--- src/rtl/fpu_addsub.sv ---
// Parametrised IEEE-754 adder/subtractor, round-to-nearest-even, with flags.
// Ports: clk, rst (async high); A/B/Z stb-ack channels; input_op (0 add, 1 sub); output_z_flags {inv,ovf,unf,inx}.
module fpu_addsub #(
  parameter int EXP_W = 8,
  parameter int MAN_W = 23,
  localparam int WIDTH = 1 + EXP_W + MAN_W
) (
  input  logic             clk,
  input  logic             rst,
  input  logic [WIDTH-1:0] input_a,
  input  logic             input_a_stb,
  output logic             input_a_ack,
  input  logic [WIDTH-1:0] input_b,
  input  logic             input_op,
  input  logic             input_b_stb,
  output logic             input_b_ack,
  output logic [WIDTH-1:0] output_z,
  output logic [3:0]       output_z_flags,
  output logic             output_z_stb,
  input  logic             output_z_ack
);
  // SW: hidden bit + fraction + guard/round/sticky
  localparam int SW = MAN_W + 4;
  localparam int EW = EXP_W + 2;
  localparam int LZW = $clog2(SW + 1);
  localparam logic [EXP_W-1:0] EONES = '1;
  localparam logic [WIDTH-1:0] QNAN =
    {1'b0, EONES, 1'b1, {(MAN_W-1){1'b0}}};

  typedef enum logic [2:0] {
    GET_A, GET_B, UNPACK, ALIGN, ADD, NORM, ROUND, PUT_Z
  } state_t;

  state_t state;
  logic [WIDTH-1:0] a_r, b_r;
  logic op_r;
  logic a_s, b_s;
  logic [EXP_W-1:0] a_e, b_e;
  logic [MAN_W:0] a_m, b_m;
  logic sp;
  logic [WIDTH-1:0] sp_z;
  logic [3:0] sp_f;
  logic x_s, y_s;
  logic [EXP_W-1:0] x_e;
  logic [SW-1:0] x_m, y_m;
  logic [SW:0] sum;
  logic s_s, s_zs;
  logic [EXP_W-1:0] s_e;
  logic [SW-1:0] n_m;
  logic [EW-1:0] n_e;
  logic n_s, n_z;

  logic [EXP_W-1:0] ua_e, ub_e;
  logic [MAN_W-1:0] ua_f, ub_f;
  logic ub_s, a_inf, a_nan, b_inf, b_nan;
  logic u_sp;
  logic [WIDTH-1:0] u_z;
  logic [3:0] u_f;

  assign ua_e = a_r[WIDTH-2 -: EXP_W];
  assign ub_e = b_r[WIDTH-2 -: EXP_W];
  assign ua_f = a_r[MAN_W-1:0];
  assign ub_f = b_r[MAN_W-1:0];
  assign ub_s = b_r[WIDTH-1] ^ op_r;
  assign a_inf = (&ua_e) & ~(|ua_f);
  assign a_nan = (&ua_e) & (|ua_f);
  assign b_inf = (&ub_e) & ~(|ub_f);
  assign b_nan = (&ub_e) & (|ub_f);

  always_comb begin
    u_sp = 1'b1;
    u_z = QNAN;
    u_f = 4'b1000;
    if (a_nan | b_nan | (a_inf & b_inf & (a_r[WIDTH-1] != ub_s))) begin
      u_z = QNAN;
    end else if (a_inf) begin
      u_z = {a_r[WIDTH-1], EONES, {MAN_W{1'b0}}};
      u_f = 4'b0000;
    end else if (b_inf) begin
      u_z = {ub_s, EONES, {MAN_W{1'b0}}};
      u_f = 4'b0000;
    end else begin
      u_sp = 1'b0;
      u_f = 4'b0000;
    end
  end

  // order operands by magnitude so the subtract never goes negative
  logic swap, lost;
  logic [EXP_W-1:0] hi_e, lo_e, dif;
  logic [MAN_W:0] hi_m, lo_m;
  logic [SW-1:0] lo_x, lo_sh, lo_al;

  always_comb begin
    swap = (b_e > a_e) || ((b_e == a_e) && (b_m > a_m));
    hi_e = swap ? b_e : a_e;
    lo_e = swap ? a_e : b_e;
    hi_m = swap ? b_m : a_m;
    lo_m = swap ? a_m : b_m;
    dif = hi_e - lo_e;
    lo_x = {lo_m, 3'b000};
    lo_sh = lo_x >> dif;
    lost = |(lo_x & ~({SW{1'b1}} << dif));
    lo_al = {lo_sh[SW-1:1], lo_sh[0] | lost};
  end

  logic [LZW-1:0] lz;

  always_comb begin
    lz = LZW'(SW);
    for (int i = 0; i < SW; i++)
      if (sum[i]) lz = LZW'(SW - 1 - i);
  end

  logic g, r, st, up, inx;
  logic [MAN_W+1:0] rm;
  logic [EW-1:0] re;
  logic [MAN_W-1:0] rf;
  logic [WIDTH-1:0] rz;
  logic [3:0] rfl;

  always_comb begin
    g = n_m[2];
    r = n_m[1];
    st = n_m[0];
    inx = g | r | st;
    up = g & (r | st | n_m[3]);
    rm = {1'b0, n_m[SW-1:3]} + {{(MAN_W+1){1'b0}}, up};
    re = rm[MAN_W+1] ? n_e + EW'(1) : n_e;
    rf = rm[MAN_W+1] ? rm[MAN_W:1] : rm[MAN_W-1:0];
    rz = {n_s, re[EXP_W-1:0], rf};
    rfl = {3'b000, inx};
    if (sp) begin
      rz = sp_z;
      rfl = sp_f;
    end else if (n_z) begin
      rz = {n_s, {(WIDTH-1){1'b0}}};
      rfl = 4'b0000;
    end else if (re[EW-1] || re == '0) begin
      rz = {n_s, {(WIDTH-1){1'b0}}};
      rfl = 4'b0011;
    end else if (re[EW-2:0] >= {1'b0, EONES}) begin
      rz = {n_s, EONES, {MAN_W{1'b0}}};
      rfl = 4'b0101;
    end
  end

  always_ff @(posedge clk or posedge rst) begin
    if (rst) begin
      state <= GET_A;
      input_a_ack <= 1'b0;
      input_b_ack <= 1'b0;
      output_z <= '0;
      output_z_flags <= '0;
      output_z_stb <= 1'b0;
      a_r <= '0;
      b_r <= '0;
      op_r <= 1'b0;
      a_s <= 1'b0;
      b_s <= 1'b0;
      a_e <= '0;
      b_e <= '0;
      a_m <= '0;
      b_m <= '0;
      sp <= 1'b0;
      sp_z <= '0;
      sp_f <= '0;
      x_s <= 1'b0;
      y_s <= 1'b0;
      x_e <= '0;
      x_m <= '0;
      y_m <= '0;
      sum <= '0;
      s_s <= 1'b0;
      s_zs <= 1'b0;
      s_e <= '0;
      n_m <= '0;
      n_e <= '0;
      n_s <= 1'b0;
      n_z <= 1'b0;
    end else begin
      unique case (state)
        GET_A: begin
          if (input_a_ack && input_a_stb) begin
            a_r <= input_a;
            input_a_ack <= 1'b0;
            input_b_ack <= 1'b1;
            state <= GET_B;
          end else begin
            input_a_ack <= 1'b1;
          end
        end
        GET_B: begin
          if (input_b_ack && input_b_stb) begin
            b_r <= input_b;
            op_r <= input_op;
            input_b_ack <= 1'b0;
            state <= UNPACK;
          end
        end
        UNPACK: begin
          a_s <= a_r[WIDTH-1];
          b_s <= ub_s;
          a_e <= ua_e;
          b_e <= ub_e;
          // exponent 0 flushes denormals to signed zero
          a_m <= (ua_e == '0) ? '0 : {1'b1, ua_f};
          b_m <= (ub_e == '0) ? '0 : {1'b1, ub_f};
          sp <= u_sp;
          sp_z <= u_z;
          sp_f <= u_f;
          state <= ALIGN;
        end
        ALIGN: begin
          x_s <= swap ? b_s : a_s;
          y_s <= swap ? a_s : b_s;
          x_e <= hi_e;
          x_m <= {hi_m, 3'b000};
          y_m <= lo_al;
          state <= ADD;
        end
        ADD: begin
          sum <= (x_s == y_s) ? {1'b0, x_m} + {1'b0, y_m}
                              : {1'b0, x_m} - {1'b0, y_m};
          s_s <= x_s;
          // an exact zero is negative only when both inputs were
          s_zs <= x_s & y_s;
          s_e <= x_e;
          state <= NORM;
        end
        NORM: begin
          if (sum[SW]) begin
            n_m <= {sum[SW:2], sum[1] | sum[0]};
            n_e <= EW'(s_e) + EW'(1);
          end else begin
            n_m <= sum[SW-1:0] << lz;
            n_e <= EW'(s_e) - EW'(lz);
          end
          n_z <= (sum == '0);
          n_s <= (sum == '0) ? s_zs : s_s;
          state <= ROUND;
        end
        ROUND: begin
          output_z <= rz;
          output_z_flags <= rfl;
          output_z_stb <= 1'b1;
          state <= PUT_Z;
        end
        PUT_Z: begin
          if (output_z_ack) begin
            output_z_stb <= 1'b0;
            input_a_ack <= 1'b1;
            state <= GET_A;
          end
        end
        default: state <= GET_A;
      endcase
    end
  end
endmodule

--- config.mk ---
export PLATFORM = sky130hd
export DESIGN_NAME = fpu_addsub
export DESIGN_NICKNAME = d
export VERILOG_FILES = /design/src/rtl/fpu_addsub.sv
export SDC_FILE = /design/constraint.sdc
export NUM_CORES = 1
export LEC_CHECK = 0
export BUFFER_PORTS_ARGS = -buffer_cell sky130_fd_sc_hd__clkbuf_2
export CAP_MARGIN = 0
export CORE_UTILIZATION = 50
export CTS_CLUSTER_DIAMETER = 40
export DETAILED_ROUTE_END_ITERATION = 10
export PLACE_DENSITY = 0.71
export SLEW_MARGIN = 20
export SYNTH_ARGS = -nofsm -noshare
export SYNTH_HDL_FRONTEND = slang
export SYNTH_SLANG_ARGS = --single-unit
--- constraint.sdc ---
create_clock -name clk -period 9.5 [get_ports clk]
set_input_delay 0.475 -clock clk [delete_from_list [all_inputs] [get_ports clk]]
set_output_delay 0.475 -clock clk [all_outputs]
set_load 0.03 [all_outputs]
==> results.toml <==
[synthesis]
synth.distinct_cells = 91
synthMuxAreaShare_pct = 12.2
postSynthAreaPerCell_sq_um = 9.12
netlist_top_cells_count = "dfrtp_1 (316), nand2_1 (248), o21ai_0 (162)"
syn_nets = 2421
synthTopCellsByArea = "dfrtp_1 (38%), mux2_2 (5.7%), ha_1 (5.5%)"
netlist.area_leader.share_pct = 38.4
yosysWarningCount = 0
synth-simple-area-share_pct = 15.1
synth_ff_type = "dfrtp_1"
synth_compound_area_share_pct = 20.9
syn_area_sq_mm = 0.0206
ys_ff_latch = 316
yosysSeqAreaShare_pct = 38.4
synth_edf_count = 0
synth_top_family_by_area = "compound AO/OA/AOI/OAI gates"
async_flop_share_pct = 100
synth_xor_area_share_pct = 2.85
synthAdderAreaFrac_pct = 5.72
yosysTopAreaCell = "dfrtp_1"
synthCells = 2258
yosysMostFrequentCell = "dfrtp_1"

[worst_setup_path]
crit_fanout = 93
cp-start-kind = "register"
r2r-end = "y_m[0]$_DFFE_PP0N_"
reg2regPathDepth = 18
ff2ff_setup_slack_ns = 4.02
crit_buf_inv = 4
crit_slowest_cell = "or3b_1"
cp_top_family = "compound AO/OA/AOI/OAI gates"
crit_path_frequent_cell = "buf_4"
crit_path_end_kind = "register"
crit_path_start = "b_e[0]$_DFFE_PP0P_"
reg2reg_from = "b_e[0]$_DFFE_PP0P_"
crit_chain = "inv_1, ha_1, buf_4, nand2_1, nor4_2, or3b_1, nor2_2, a21oi_4, buf_4, a32o_1, o31ai_1, a221oi_1, a2111oi_4, buf_4, nand2_2, a2111oi_2, o2111ai_1, o32a_1"
path_class = "reg -> reg"
cp.arrival_ns = 5.94
critPathMaxStageDelay_ns = 0.45
cp_data_required_time_ns = 9.97

[floorplanning]
die_height_um = 205
floorplan.initialDensity_pct = 51.2
ios = 109
num_rows = 73
die_area_sq_mm = 0.0420
core-area_sq_mm = 0.0402
die_x_um = 205

[timing]
max_freq_ghz = 0.183
finalSetupTns_ns = 0
drv_slew = 0
worst_clock_skew_ns = 0.0382
period_share_pct = 57.6
report.final.setup_viol = 0
hold_viol = 0
relSlewSlack_pct = 33.7
layout_setup_ws_ns = 4.02
period_needed_ns = 5.48
tightest_slew_ns = 0.994
grt_setup_unrepaired = "false"

[layout]
multiInputGateArea_sq_mm = 0.0117
n_fill_cell = 3546
num-nets-final = 2467
n_antenna_cell = 0
regArea_sq_mm = 0.00791
drive_gt1_share_pct = 16.7
area_growth_pct = 13.0

[global_routing]
grt_pass1_vias = 17200
grt_max_degree = 106
antenna_found_initial = 0
overflow = 0
grtUsageTotal_pct = 28.9
grt_pass1_wl_um = 95500

[place]
dpl_worst_slack_ns = 4.09
gp_congestion = 0.992
post-dp-hpwl_um = 44400
portBuffers = 108

[min_path]
hp-class = "in -> async"

[clock_network]
cts_buffers = 49
post_cts_resize_count = 0
htreeDepth = 2
cts_buffer_depth = 3
clkSinkCount = 316
cts.clk_slew.worst_paths_ns = 0.06
clkLatencyLatePin_ns = 0.60
holdBufCountCts = 0
cts_root_buf = "clkbuf_16"
tritoncts = "built"
post_cts_buffers = 0

[route]
finalWirelength_um = 60100
via_per_inst = 6.15
drc = 0
drtAntennaViolNets = 0
drtPass1Iterations = 6
route.vias.total = 17600
drt_iter0_markers = 1586
wl_per_cell_um = 21.0

[flow_run]
drv_cap = 0

[run_status]
status = "complete, no violations"
metrics by stage:
step / cell area [sq um] / instances / hold WS, ns / utilization [%]
5_1_grt: 23300 / 2867 / 0.0880 / 57.9
3_3_place_gp: 21500 / 2778 / 0.451 / 53.5
6_report: 23300 / 2867 / 0.0246 / 57.9
4_1_cts: 23300 / 2867 / 0.0418 / 57.9
3_5_place_dp: 21500 / 2778 / 0.454 / 53.5
2_1_floorplan: 20600 / 2258 / 0.435 / -
worst register-to-register path: stages, from the launching register on:
cell and delay [ns]:
dfrtp_1 0.37, inv_1 0.08, ha_1 0.27, buf_4 0.43, nand2_1 0.13, nor4_2 0.26
or3b_1 0.45, nor2_2 0.28, a21oi_4 0.09, buf_4 0.44, a32o_1 0.35, o31ai_1 0.31
a221oi_1 0.17, a2111oi_4 0.34, buf_4 0.36, nand2_2 0.18, a2111oi_2 0.36, o2111ai_1 0.18
o32a_1 0.30
cells by family (layout without fill, tap and decap cells):
kind of cell | Yosys count | in the layout
AND/OR/NAND/NOR | 667 | 667
AO/OA/AOI/OAI | 644 | 644
flip-flops | 316 | 316
buffers and inverters | 259 | 343
multiplexers | 212 | 212
adder cells (fa/ha/maj) | 93 | 93
XOR/XNOR | 67 | 67
layout make-up:
class / instances / share of cell area [%]
clock inverter: 33 / 1.98
timing repair buffer: 133 / 3.13
clock buffer: 56 / 5.60
multi-input combinational: 1683 / 50.5
tap: 525 / 2.82
inverter: 121 / 1.98
sequential: 316 / 34.0
how the worst max path moves through the flow:
stage                     cells past startpoint                 end  slack (ns)
after global placement                       18  y_m[0]$_DFFE_PP0N_        4.17
after CTS                                    17  y_m[0]$_DFFE_PP0N_        4.07
after global routing                         18  y_m[0]$_DFFE_PP0N_        3.69
after detailed placement                     17  y_m[0]$_DFFE_PP0N_        4.09
after floorplan                               1  a_e[0]$_DFFE_PP0P_        0.28
final                                        18  y_m[0]$_DFFE_PP0N_        4.02
per-layer routing:
metal | track usage (%) | share of wire (%)
met5 | 0 | 0
met4 | 12.7 | 4.3
met3 | 3.79 | 5.3
met2 | 48.3 | 48
met1 | 37.3 | 43
state kept, by name (all words and copies together), names as in the netlist, 3 cells and up:
name / count
b_m: 24
state: 3
a_m: 24
n_m: 27
x_e: 8
sp_z: 3
sum: 28
a_r: 32
b_e: 8
x_m: 24
a_e: 8
output_z_flags: 4
output_z: 32
n_e: 10
y_m: 27
b_r: 32
s_e: 8
placed cells by master (no fill, tap or decap), drive strengths merged, types with 7 or more instances in the layout:
cell type,count
a211o,7
buf,25
or3,12
nand2,250
a31oi,30
clkbuf,164
o22ai,21
clkinv,11
nor3,50
dfrtp,316
o21a,15
o211ai,12
o22a,10
o21bai,11
a22o,66
nand4,19
nor2b,17
mux2,105
and3,18
nor2,144
nand2b,15
a21oi,154
ha,91
a211oi,23
nor4,28
and2,13
inv,134
o31ai,15
xnor2,43
mux2i,87
xor2,24
o21ai,166
or2,11
nand3,66
a21o,21
mux4,20
Power is not shown: default switching activity piles up to over one toggle a cycle in this logic, so the estimate is an artifact.
